--- src/rtl/eon_pkg.sv ---
// Shared types for the writeback stage: retire-buffer entry layout and the
// youngest-match forwarding lookup used by the decode-stage bypass.
package eon_pkg;

    localparam int width     = 32;
    localparam int rsWidth   = 5;
    // Upper bound on retire-buffer depth supported by fwd_lookup.
    localparam int MAX_DEPTH = 16;

    typedef struct packed {
        logic               we;
        logic [rsWidth-1:0] rd;
        logic [width-1:0]   data;
    } wb_entry_t;

    typedef struct packed {
        logic             hit;
        logic [width-1:0] data;
    } fwd_t;

    // ents is age-ordered (index 0 = oldest), so later matches overwrite earlier ones.
    function automatic fwd_t fwd_lookup(input wb_entry_t [MAX_DEPTH-1:0] ents,
                                        input logic [MAX_DEPTH-1:0]      vld,
                                        input logic [rsWidth-1:0]        rs);
        fwd_t r;
        r = '0;
        for (int k = 0; k < MAX_DEPTH; k++) begin
            if (vld[k] && ents[k].we && (ents[k].rd != '0) && (ents[k].rd == rs)) begin
                r.hit  = 1'b1;
                r.data = ents[k].data;
            end
        end
        return r;
    endfunction

endpackage

--- src/rtl/wb_stage_if.sv ---
// Memory-stage result handshake, register-file write port and decode forwarding lookup.
// slave is the writeback stage; master is the surrounding pipeline.
interface wb_stage_if;
    import eon_pkg::*;

    logic               in_valid;
    logic               in_ready;
    logic [rsWidth-1:0] in_rd;
    logic               in_we;
    logic [width-1:0]   in_data;

    logic               rf_ready;
    logic               rf_we;
    logic [rsWidth-1:0] rf_rd;
    logic [width-1:0]   rf_data;

    logic [rsWidth-1:0] rs1;
    logic [rsWidth-1:0] rs2;
    logic               fwd1_hit;
    logic               fwd2_hit;
    logic [width-1:0]   fwd1_data;
    logic [width-1:0]   fwd2_data;

    modport slave (
        input  in_valid, in_rd, in_we, in_data, rf_ready, rs1, rs2,
        output in_ready, rf_we, rf_rd, rf_data, fwd1_hit, fwd2_hit, fwd1_data, fwd2_data
    );

    modport master (
        output in_valid, in_rd, in_we, in_data, rf_ready, rs1, rs2,
        input  in_ready, rf_we, rf_rd, rf_data, fwd1_hit, fwd2_hit, fwd1_data, fwd2_data
    );

endinterface

--- src/rtl/wb_fifo.sv ---
// In-order DEPTH-entry FIFO of wb_entry_t; one-cycle write-to-read latency, push ignored when full.
// Entries are exposed age-ordered (index 0 = head) with a valid mask for parallel lookup.
module wb_fifo
    import eon_pkg::*;
#(
    parameter int DEPTH = 2
) (
    input  logic                       clk,
    input  logic                       rst,
    input  logic                       push,
    input  wb_entry_t                  wdata,
    input  logic                       pop,
    output wb_entry_t [DEPTH-1:0]      ents,
    output logic [DEPTH-1:0]           vld,
    output logic [$clog2(DEPTH):0]     occ
);

    localparam int PW = $clog2(DEPTH);
    localparam logic [PW:0] FULL = (PW+1)'(DEPTH);

    wb_entry_t     mem [DEPTH];
    logic [PW-1:0] head;
    logic [PW-1:0] tail;
    logic          push_ok;
    logic          pop_ok;

    assign push_ok = push && (occ != FULL);
    assign pop_ok  = pop && (occ != '0);

    always_ff @(posedge clk or posedge rst) begin
        if (rst) begin
            head <= '0;
            tail <= '0;
            occ  <= '0;
        end else begin
            if (push_ok) tail <= tail + 1'b1;
            if (pop_ok)  head <= head + 1'b1;
            case ({push_ok, pop_ok})
                2'b10:   occ <= occ + 1'b1;
                2'b01:   occ <= occ - 1'b1;
                default: ;
            endcase
        end
    end

    // Payload needs no reset: validity is carried entirely by occ.
    always_ff @(posedge clk) begin
        if (push_ok) mem[tail] <= wdata;
    end

    // Pointer arithmetic wraps naturally because DEPTH is a power of two.
    always_comb begin
        for (int k = 0; k < DEPTH; k++) begin
            ents[k] = mem[head + PW'(k)];
            vld[k]  = ((PW+1)'(k) < occ);
        end
    end

endmodule

--- src/rtl/wb_stage.sv ---
// Writeback retire buffer: results wait at least one cycle, drain one per rf_ready cycle, in order.
// in_ready drops only when full (no same-cycle pop credit); forwarding and rf_* are combinational.
module wb_stage
    import eon_pkg::*;
#(
    parameter int DEPTH    = 2,
    parameter int cntWidth = 32
) (
    input  logic                   clk,
    input  logic                   rst,
    wb_stage_if.slave              bus,
    output logic [$clog2(DEPTH):0] occupancy,
    output logic [cntWidth-1:0]    retire_count
);

    localparam logic [$clog2(DEPTH):0] FULL = ($clog2(DEPTH)+1)'(DEPTH);

    wb_entry_t                  in_ent;
    wb_entry_t [DEPTH-1:0]      ents;
    logic [DEPTH-1:0]           vld;
    logic                       pop;
    wb_entry_t [MAX_DEPTH-1:0]  pad_ents;
    logic [MAX_DEPTH-1:0]       pad_vld;
    fwd_t                       fwd1;
    fwd_t                       fwd2;

    assign in_ent.we   = bus.in_we;
    assign in_ent.rd   = bus.in_rd;
    assign in_ent.data = bus.in_data;

    assign bus.in_ready = (occupancy != FULL);
    assign pop          = (occupancy != '0) && bus.rf_ready;

    wb_fifo #(.DEPTH(DEPTH)) u_fifo (
        .clk   (clk),
        .rst   (rst),
        .push  (bus.in_valid && bus.in_ready),
        .wdata (in_ent),
        .pop   (pop),
        .ents  (ents),
        .vld   (vld),
        .occ   (occupancy)
    );

    // Head is shown only while valid so an empty buffer presents zeros, never stale data.
    assign bus.rf_rd   = vld[0] ? ents[0].rd   : '0;
    assign bus.rf_data = vld[0] ? ents[0].data : '0;
    assign bus.rf_we   = pop && ents[0].we && (ents[0].rd != '0);

    always_comb begin
        pad_ents = '0;
        pad_vld  = '0;
        for (int k = 0; k < DEPTH; k++) begin
            pad_ents[k] = ents[k];
            pad_vld[k]  = vld[k];
        end
    end

    // The head being popped this cycle still forwards; the RF write lands next cycle.
    assign fwd1 = fwd_lookup(pad_ents, pad_vld, bus.rs1);
    assign fwd2 = fwd_lookup(pad_ents, pad_vld, bus.rs2);

    assign bus.fwd1_hit  = fwd1.hit;
    assign bus.fwd1_data = fwd1.data;
    assign bus.fwd2_hit  = fwd2.hit;
    assign bus.fwd2_data = fwd2.data;

    always_ff @(posedge clk or posedge rst) begin
        if (rst) begin
            retire_count <= '0;
        end else if (pop) begin
            retire_count <= retire_count + 1'b1;
        end
    end

endmodule

--- src/flat_wrapper.sv ---
// flat-port wrapper written by rule: the top's interface ports become plain ports
module wb_stage_flat import eon_pkg::*;
#(
    parameter int DEPTH    = 2,
    parameter int cntWidth = 32
)
  (clk, rst, occupancy, retire_count, bus_in_valid, bus_in_rd, bus_in_we, bus_in_data, bus_rf_ready, bus_rs1, bus_rs2, bus_in_ready, bus_rf_we, bus_rf_rd, bus_rf_data, bus_fwd1_hit, bus_fwd2_hit, bus_fwd1_data, bus_fwd2_data);
  wb_stage_if bus_i ();
  input  logic clk;
  input  logic rst;
  output logic [$clog2(DEPTH):0] occupancy;
  output logic [cntWidth-1:0] retire_count;
  input wire logic [$bits(bus_i.in_valid)-1:0] bus_in_valid;
  input wire logic [$bits(bus_i.in_rd)-1:0] bus_in_rd;
  input wire logic [$bits(bus_i.in_we)-1:0] bus_in_we;
  input wire logic [$bits(bus_i.in_data)-1:0] bus_in_data;
  input wire logic [$bits(bus_i.rf_ready)-1:0] bus_rf_ready;
  input wire logic [$bits(bus_i.rs1)-1:0] bus_rs1;
  input wire logic [$bits(bus_i.rs2)-1:0] bus_rs2;
  output wire logic [$bits(bus_i.in_ready)-1:0] bus_in_ready;
  output wire logic [$bits(bus_i.rf_we)-1:0] bus_rf_we;
  output wire logic [$bits(bus_i.rf_rd)-1:0] bus_rf_rd;
  output wire logic [$bits(bus_i.rf_data)-1:0] bus_rf_data;
  output wire logic [$bits(bus_i.fwd1_hit)-1:0] bus_fwd1_hit;
  output wire logic [$bits(bus_i.fwd2_hit)-1:0] bus_fwd2_hit;
  output wire logic [$bits(bus_i.fwd1_data)-1:0] bus_fwd1_data;
  output wire logic [$bits(bus_i.fwd2_data)-1:0] bus_fwd2_data;
  assign bus_i.in_valid = bus_in_valid;
  assign bus_i.in_rd = bus_in_rd;
  assign bus_i.in_we = bus_in_we;
  assign bus_i.in_data = bus_in_data;
  assign bus_i.rf_ready = bus_rf_ready;
  assign bus_i.rs1 = bus_rs1;
  assign bus_i.rs2 = bus_rs2;
  assign bus_in_ready = bus_i.in_ready;
  assign bus_rf_we = bus_i.rf_we;
  assign bus_rf_rd = bus_i.rf_rd;
  assign bus_rf_data = bus_i.rf_data;
  assign bus_fwd1_hit = bus_i.fwd1_hit;
  assign bus_fwd2_hit = bus_i.fwd2_hit;
  assign bus_fwd1_data = bus_i.fwd1_data;
  assign bus_fwd2_data = bus_i.fwd2_data;
  wb_stage #(.DEPTH(DEPTH), .cntWidth(cntWidth)) u_core (.clk(clk), .rst(rst), .bus(bus_i), .occupancy(occupancy), .retire_count(retire_count));
endmodule
--- config.mk ---
export PLATFORM = sky130hd
export DESIGN_NAME = wb_stage_flat
export DESIGN_NICKNAME = d
export VERILOG_FILES = /design/src/rtl/eon_pkg.sv /design/src/rtl/wb_stage_if.sv /design/src/rtl/wb_fifo.sv /design/src/rtl/wb_stage.sv /design/src/flat_wrapper.sv
export SDC_FILE = /design/constraint.sdc
export NUM_CORES = 1
export LEC_CHECK = 0
export CAP_MARGIN = 5
export CORE_MARGIN = 10
export CORE_UTILIZATION = 44
export CTS_CLUSTER_DIAMETER = 60
export DETAILED_ROUTE_END_ITERATION = 10
export GPL_ROUTABILITY_DRIVEN = 0
export PLACE_DENSITY = 0.76
export SYNTH_ARGS = -nofsm -noshare
export SYNTH_HDL_FRONTEND = slang
export SYNTH_HIERARCHICAL = 1
export SYNTH_SLANG_ARGS = --single-unit
--- constraint.sdc ---
create_clock -name clk -period 3.04 [get_ports clk]
set_clock_uncertainty 0.05 [all_clocks]
set_input_delay 0.608 -clock clk [delete_from_list [all_inputs] [get_ports clk]]
set_output_delay 0.608 -clock clk [all_outputs]
set_load 0.01 [all_outputs]
==> flow_results.xml <==
<?xml version="1.0" encoding="UTF-8"?>
<metrics>
  <group name="cells_and_area">
    <metric name="finish.cell_count_without_fillers" unit="">1028</metric>
    <metric name="drive_above_1_share" unit="%">33.9</metric>
    <metric name="fin_nets" unit="">869</metric>
    <metric name="insertedDiodeCount" unit="">0</metric>
    <metric name="layout.filler_cells" unit="">1125</metric>
    <metric name="flow.area_growth_from_synthesis" unit="%">46.5</metric>
    <metric name="ff_latch_area" unit="mm²">0.00319</metric>
    <metric name="multi_input_comb_area" unit="mm²">0.00367</metric>
  </group>
  <group name="routing">
    <metric name="detail_route.drc_violations" unit="">0</metric>
    <metric name="viasPerCell" unit="">5.51</metric>
    <metric name="wl_per_cell" unit="µm">21.9</metric>
    <metric name="first_pass_iters" unit="">5</metric>
    <metric name="vias" unit="">5661</metric>
    <metric name="route.final.wire_length" unit="mm">22.6</metric>
    <metric name="ant_nets" unit="">0</metric>
    <metric name="detailedRoute.firstIterationViolations" unit="">316</metric>
  </group>
  <group name="power_and_ir_drop">
    <metric name="intPower" unit="mW">5.01</metric>
    <metric name="p_leak" unit="nW">4.65</metric>
    <metric name="ir_worst_vdd" unit="mV">0.508</metric>
    <metric name="power.total" unit="mW">8.13</metric>
    <metric name="clock_power_share" unit="%">15.1</metric>
    <metric name="net_switching_power_of_the_design" unit="mW">3.11</metric>
    <metric name="power.share.combinational" unit="%">57.8</metric>
    <metric name="seq_power_share" unit="%">27.1</metric>
    <metric name="switching_share" unit="%">38.3</metric>
    <metric name="cellPowerDensity" unit="mW/mm²">800</metric>
  </group>
  <group name="timing">
    <metric name="rsz0062_at_grt" unit="">yes</metric>
    <metric name="slew-limit-headroom" unit="%">71.9</metric>
    <metric name="fmax" unit="GHz">0.290</metric>
    <metric name="post-route-period-util" unit="%">113</metric>
    <metric name="timing.final.max_slew_violations" unit="">0</metric>
    <metric name="layout_setup_ws" unit="ps">-403</metric>
    <metric name="tightestPinTransition" unit="ps">417</metric>
    <metric name="post-route-min-period" unit="ps">3440</metric>
    <metric name="finalSetupViolations" unit="">66</metric>
    <metric name="finalHoldViolations" unit="">0</metric>
  </group>
  <group name="die">
    <metric name="die_span_in_y" unit="µm">146</metric>
    <metric name="die_area" unit="mm²">0.0212</metric>
    <metric name="num_rows" unit="">45</metric>
    <metric name="design.portCount" unit="">191</metric>
    <metric name="core_area" unit="mm²">0.0153</metric>
    <metric name="starting_density_of_the_core" unit="%">45.3</metric>
    <metric name="die-width" unit="µm">146</metric>
  </group>
  <group name="synthesis">
    <metric name="synth-edff-count" unit="">76</metric>
    <metric name="most_frequent_cell_after_synthesis" unit="">sky130_fd_sc_hd__edfxtp_1</metric>
    <metric name="synth_top_cells_by_area" unit="">sky130_fd_sc_hd__edfxtp_1 33%, sky130_fd_sc_hd__dfrtp_1 13%, sky130_fd_sc_hd__mux2i_1 9.2%, sky130_fd_sc_hd__mux2_2 7.5%, sky130_fd_sc_hd__mux2_4 6.5%</metric>
    <metric name="synth_largest_area_cell" unit="">sky130_fd_sc_hd__edfxtp_1</metric>
    <metric name="ys_ff_latch" unit="">112</metric>
    <metric name="ys_top_cells_by_count" unit="">76 x sky130_fd_sc_hd__edfxtp_1, 71 x sky130_fd_sc_hd__nand4_1, 64 x sky130_fd_sc_hd__mux2i_1</metric>
    <metric name="synth_top_area_share" unit="%">32.9</metric>
    <metric name="synth_seq_area_share" unit="%">45.9</metric>
    <metric name="syn-mean-instance-area" unit="µm²">11.8</metric>
    <metric name="yosysUniqueCellTypes" unit="">39</metric>
    <metric name="synth.yosys.warnings" unit="">6</metric>
    <metric name="async_reset_ff_share" unit="%">32.1</metric>
    <metric name="postSynthCellCount" unit="">587</metric>
    <metric name="postSynth.topFlopCell" unit="">sky130_fd_sc_hd__edfxtp_1</metric>
    <metric name="postSynthNetCount" unit="">644</metric>
    <metric name="syn-cell-area" unit="mm²">0.00693</metric>
  </group>
  <group name="cts">
    <metric name="cts_tree" unit="">built</metric>
    <metric name="worstSkewPairLatency" unit="ps">350</metric>
    <metric name="cts_htree_levels" unit="">3</metric>
    <metric name="cts_made_buffers" unit="">9</metric>
    <metric name="clock_path_buffers" unit="">2</metric>
    <metric name="clk_transition_reported_paths" unit="ps">70</metric>
    <metric name="cts.root.buffer_cell" unit="">sky130_fd_sc_hd__clkbuf_16</metric>
    <metric name="sinks_on_the_clock_net" unit="">112</metric>
  </group>
  <group name="place">
    <metric name="placed_cells" unit="">978</metric>
    <metric name="portBuffers" unit="">190</metric>
    <metric name="place_hpwl" unit="mm">14.3</metric>
  </group>
  <group name="status">
    <metric name="outcome" unit="">finished with violations</metric>
    <metric name="failed_checks" unit="">setup timing</metric>
  </group>
  <group name="worst_setup_path">
    <metric name="path_type_of_the_worst_setup_path" unit="">reg -&gt; out</metric>
    <metric name="cp-start-kind" unit="">flop</metric>
    <metric name="r2r_slack" unit="ps">980</metric>
    <metric name="cp-end-kind" unit="">output port</metric>
    <metric name="critical_path_peak_fanout" unit="">7</metric>
    <metric name="timing.rr.end" unit="">u_core/u_fifo/mem[0][23]</metric>
    <metric name="end_point_of_the_critical_path" unit="">bus_fwd2_data[10]</metric>
    <metric name="crit_path_start" unit="">u_core/u_fifo/head</metric>
    <metric name="regToRegStartpoint" unit="">u_core/u_fifo/occ[0]</metric>
    <metric name="critical_path_required" unit="ps">2380</metric>
    <metric name="r2r_cells" unit="">6</metric>
    <metric name="arrival" unit="ps">2780</metric>
  </group>
  <group name="job">
    <metric name="max_cap_viols" unit="">0</metric>
  </group>
  <group name="grt">
    <metric name="total_routing_usage_reported_by_global_routing" unit="%">20.1</metric>
    <metric name="first_pass_grt_wire_length" unit="mm">34.3</metric>
    <metric name="overflow_left_after_global_routing" unit="">0</metric>
    <metric name="maximum_number_of_pins_on_one_net_before_global_route_repair" unit="">47</metric>
    <metric name="antenna_found_initial" unit="">1</metric>
    <metric name="grt_pass1_vias" unit="">5824</metric>
  </group>
  <group name="hold_path">
    <metric name="class_of_the_tightest_hold_or_removal_check" unit="">in -&gt; async</metric>
  </group>
</metrics>
metal layers:
layer	vias up	share of wire, %	track usage [%]
met5	-	0	0
met4	0	2.4	7.74
met3	41	8.3	5.93
met2	258	49	32.7
met1	2769	40	24.5
li1	2593	-	-
worst max-delay path, cell delays in order (launching register included):
cell	delay, ps
sky130_fd_sc_hd__dfrtp_4	520
sky130_fd_sc_hd__mux2_4	320
sky130_fd_sc_hd__or3_4	390
sky130_fd_sc_hd__o311a_4	350
sky130_fd_sc_hd__nand4_4	140
sky130_fd_sc_hd__buf_12	170
sky130_fd_sc_hd__buf_8	130
sky130_fd_sc_hd__mux2i_2	240
sky130_fd_sc_hd__buf_2	180
area by class of cell:
| type | instances | share of cell area, % |
|---|---|---|
| multi-input cells | 392 | 36.1 |
| inverters | 43 | 1.59 |
| clock buffers | 11 | 2.50 |
| flip-flops and latches | 112 | 31.4 |
| well taps | 211 | 2.60 |
| repair buffers | 254 | 25.2 |
| clock inverters | 5 | 0.579 |
registers in the layout (all words and copies together) (netlist names):
| name | cells |
|---|---|
| u_core/retire_count | 32 |
| u_core/u_fifo/head | 1 |
| u_core/u_fifo/mem | 76 |
| u_core/u_fifo/occ | 2 |
| u_core/u_fifo/tail | 1 |
what timing repair did:
item | 4_1_cts | 5_1_grt
endpoints found under the setup margin | 89 | 69
hold buffers | 0 | 0
cloned | 8 | 3
gates resized for setup | 327 | 53
buffers inserted | 18 | 9
pin swaps | 1 | 6
placed cells by master, fill, tap and decap left out, drive strengths merged:
master	count
o21ai	2
xor2	34
o311a	1
dlygate4sd2	11
or3	1
xnor2	21
nand2b	2
nand4	74
nor2	12
mux2	76
and3	1
ha	5
nor3	18
bufbuf	3
edfxtp	76
nand3	8
clkdlybuf4s50	107
inv	46
clkinv	1
clkbuf	15
dfrtp	36
nor3b	2
nor2b	1
nand2	19
o211a	1
nor4	1
dlymetal6s2s	6
bufinv	1
a21oi	2
mux2i	64
and4	7
and2	38
buf	123
or4	1
o211ai	1
cells by family after synthesis:
family,Yosys count,share of synthesized area (%)
DFF,112,45.9
xor gates and xnor gates,55,6.95
AOI/OAI and AO/OA,7,0.686
muxes,140,23.2
and+or+nand+nor,185,16.6
adders and majority gates,5,0.902
buffers and inverters,83,5.72
per-stage QoR:
step / hold WS, ps / utilization [%] / setup TNS [ps] / area (µm²) / setup WS [ps]
floorplan: 324 / - / -1440 / 6950 / -26.2
finish: 434 / 66.3 / -20260 / 10200 / -403
detailed placement: 418 / 60.4 / -24870 / 9260 / -435
CTS: 427 / 64.7 / -20430 / 9910 / -449
global route: 441 / 66.3 / -25340 / 10200 / -474
global placement: 406 / 60.4 / -22750 / 9260 / -429
worst min-delay path by stage:
stage,slack (ps),end,start
2_1_floorplan,320,u_core/u_fifo/head,rst
3_3_place_gp,410,u_core/retire_count[31],u_core/retire_count[31]
3_5_place_dp,420,u_core/retire_count[31],u_core/retire_count[31]
4_1_cts,430,u_core/u_fifo/occ[1],rst
5_1_grt,440,u_core/u_fifo/head,rst
6_report,430,u_core/u_fifo/occ[1],rst
power groups by stage:
| stage | Clock (mW) | Sequential (mW) | Combinational, mW |
|---|---|---|---|
| 3_3_place_gp | 0 | 2.19 | 4.11 |
| 3_5_place_dp | 0 | 2.21 | 4.19 |
| 5_1_grt | 1.32 | 2.23 | 4.99 |
| 6_report | 1.23 | 2.20 | 4.70 |
| 2_1_floorplan | 0 | 2.20 | 2.48 |
| 4_1_cts | 1.26 | 2.19 | 4.47 |
(Power assumes the default switching activity.)
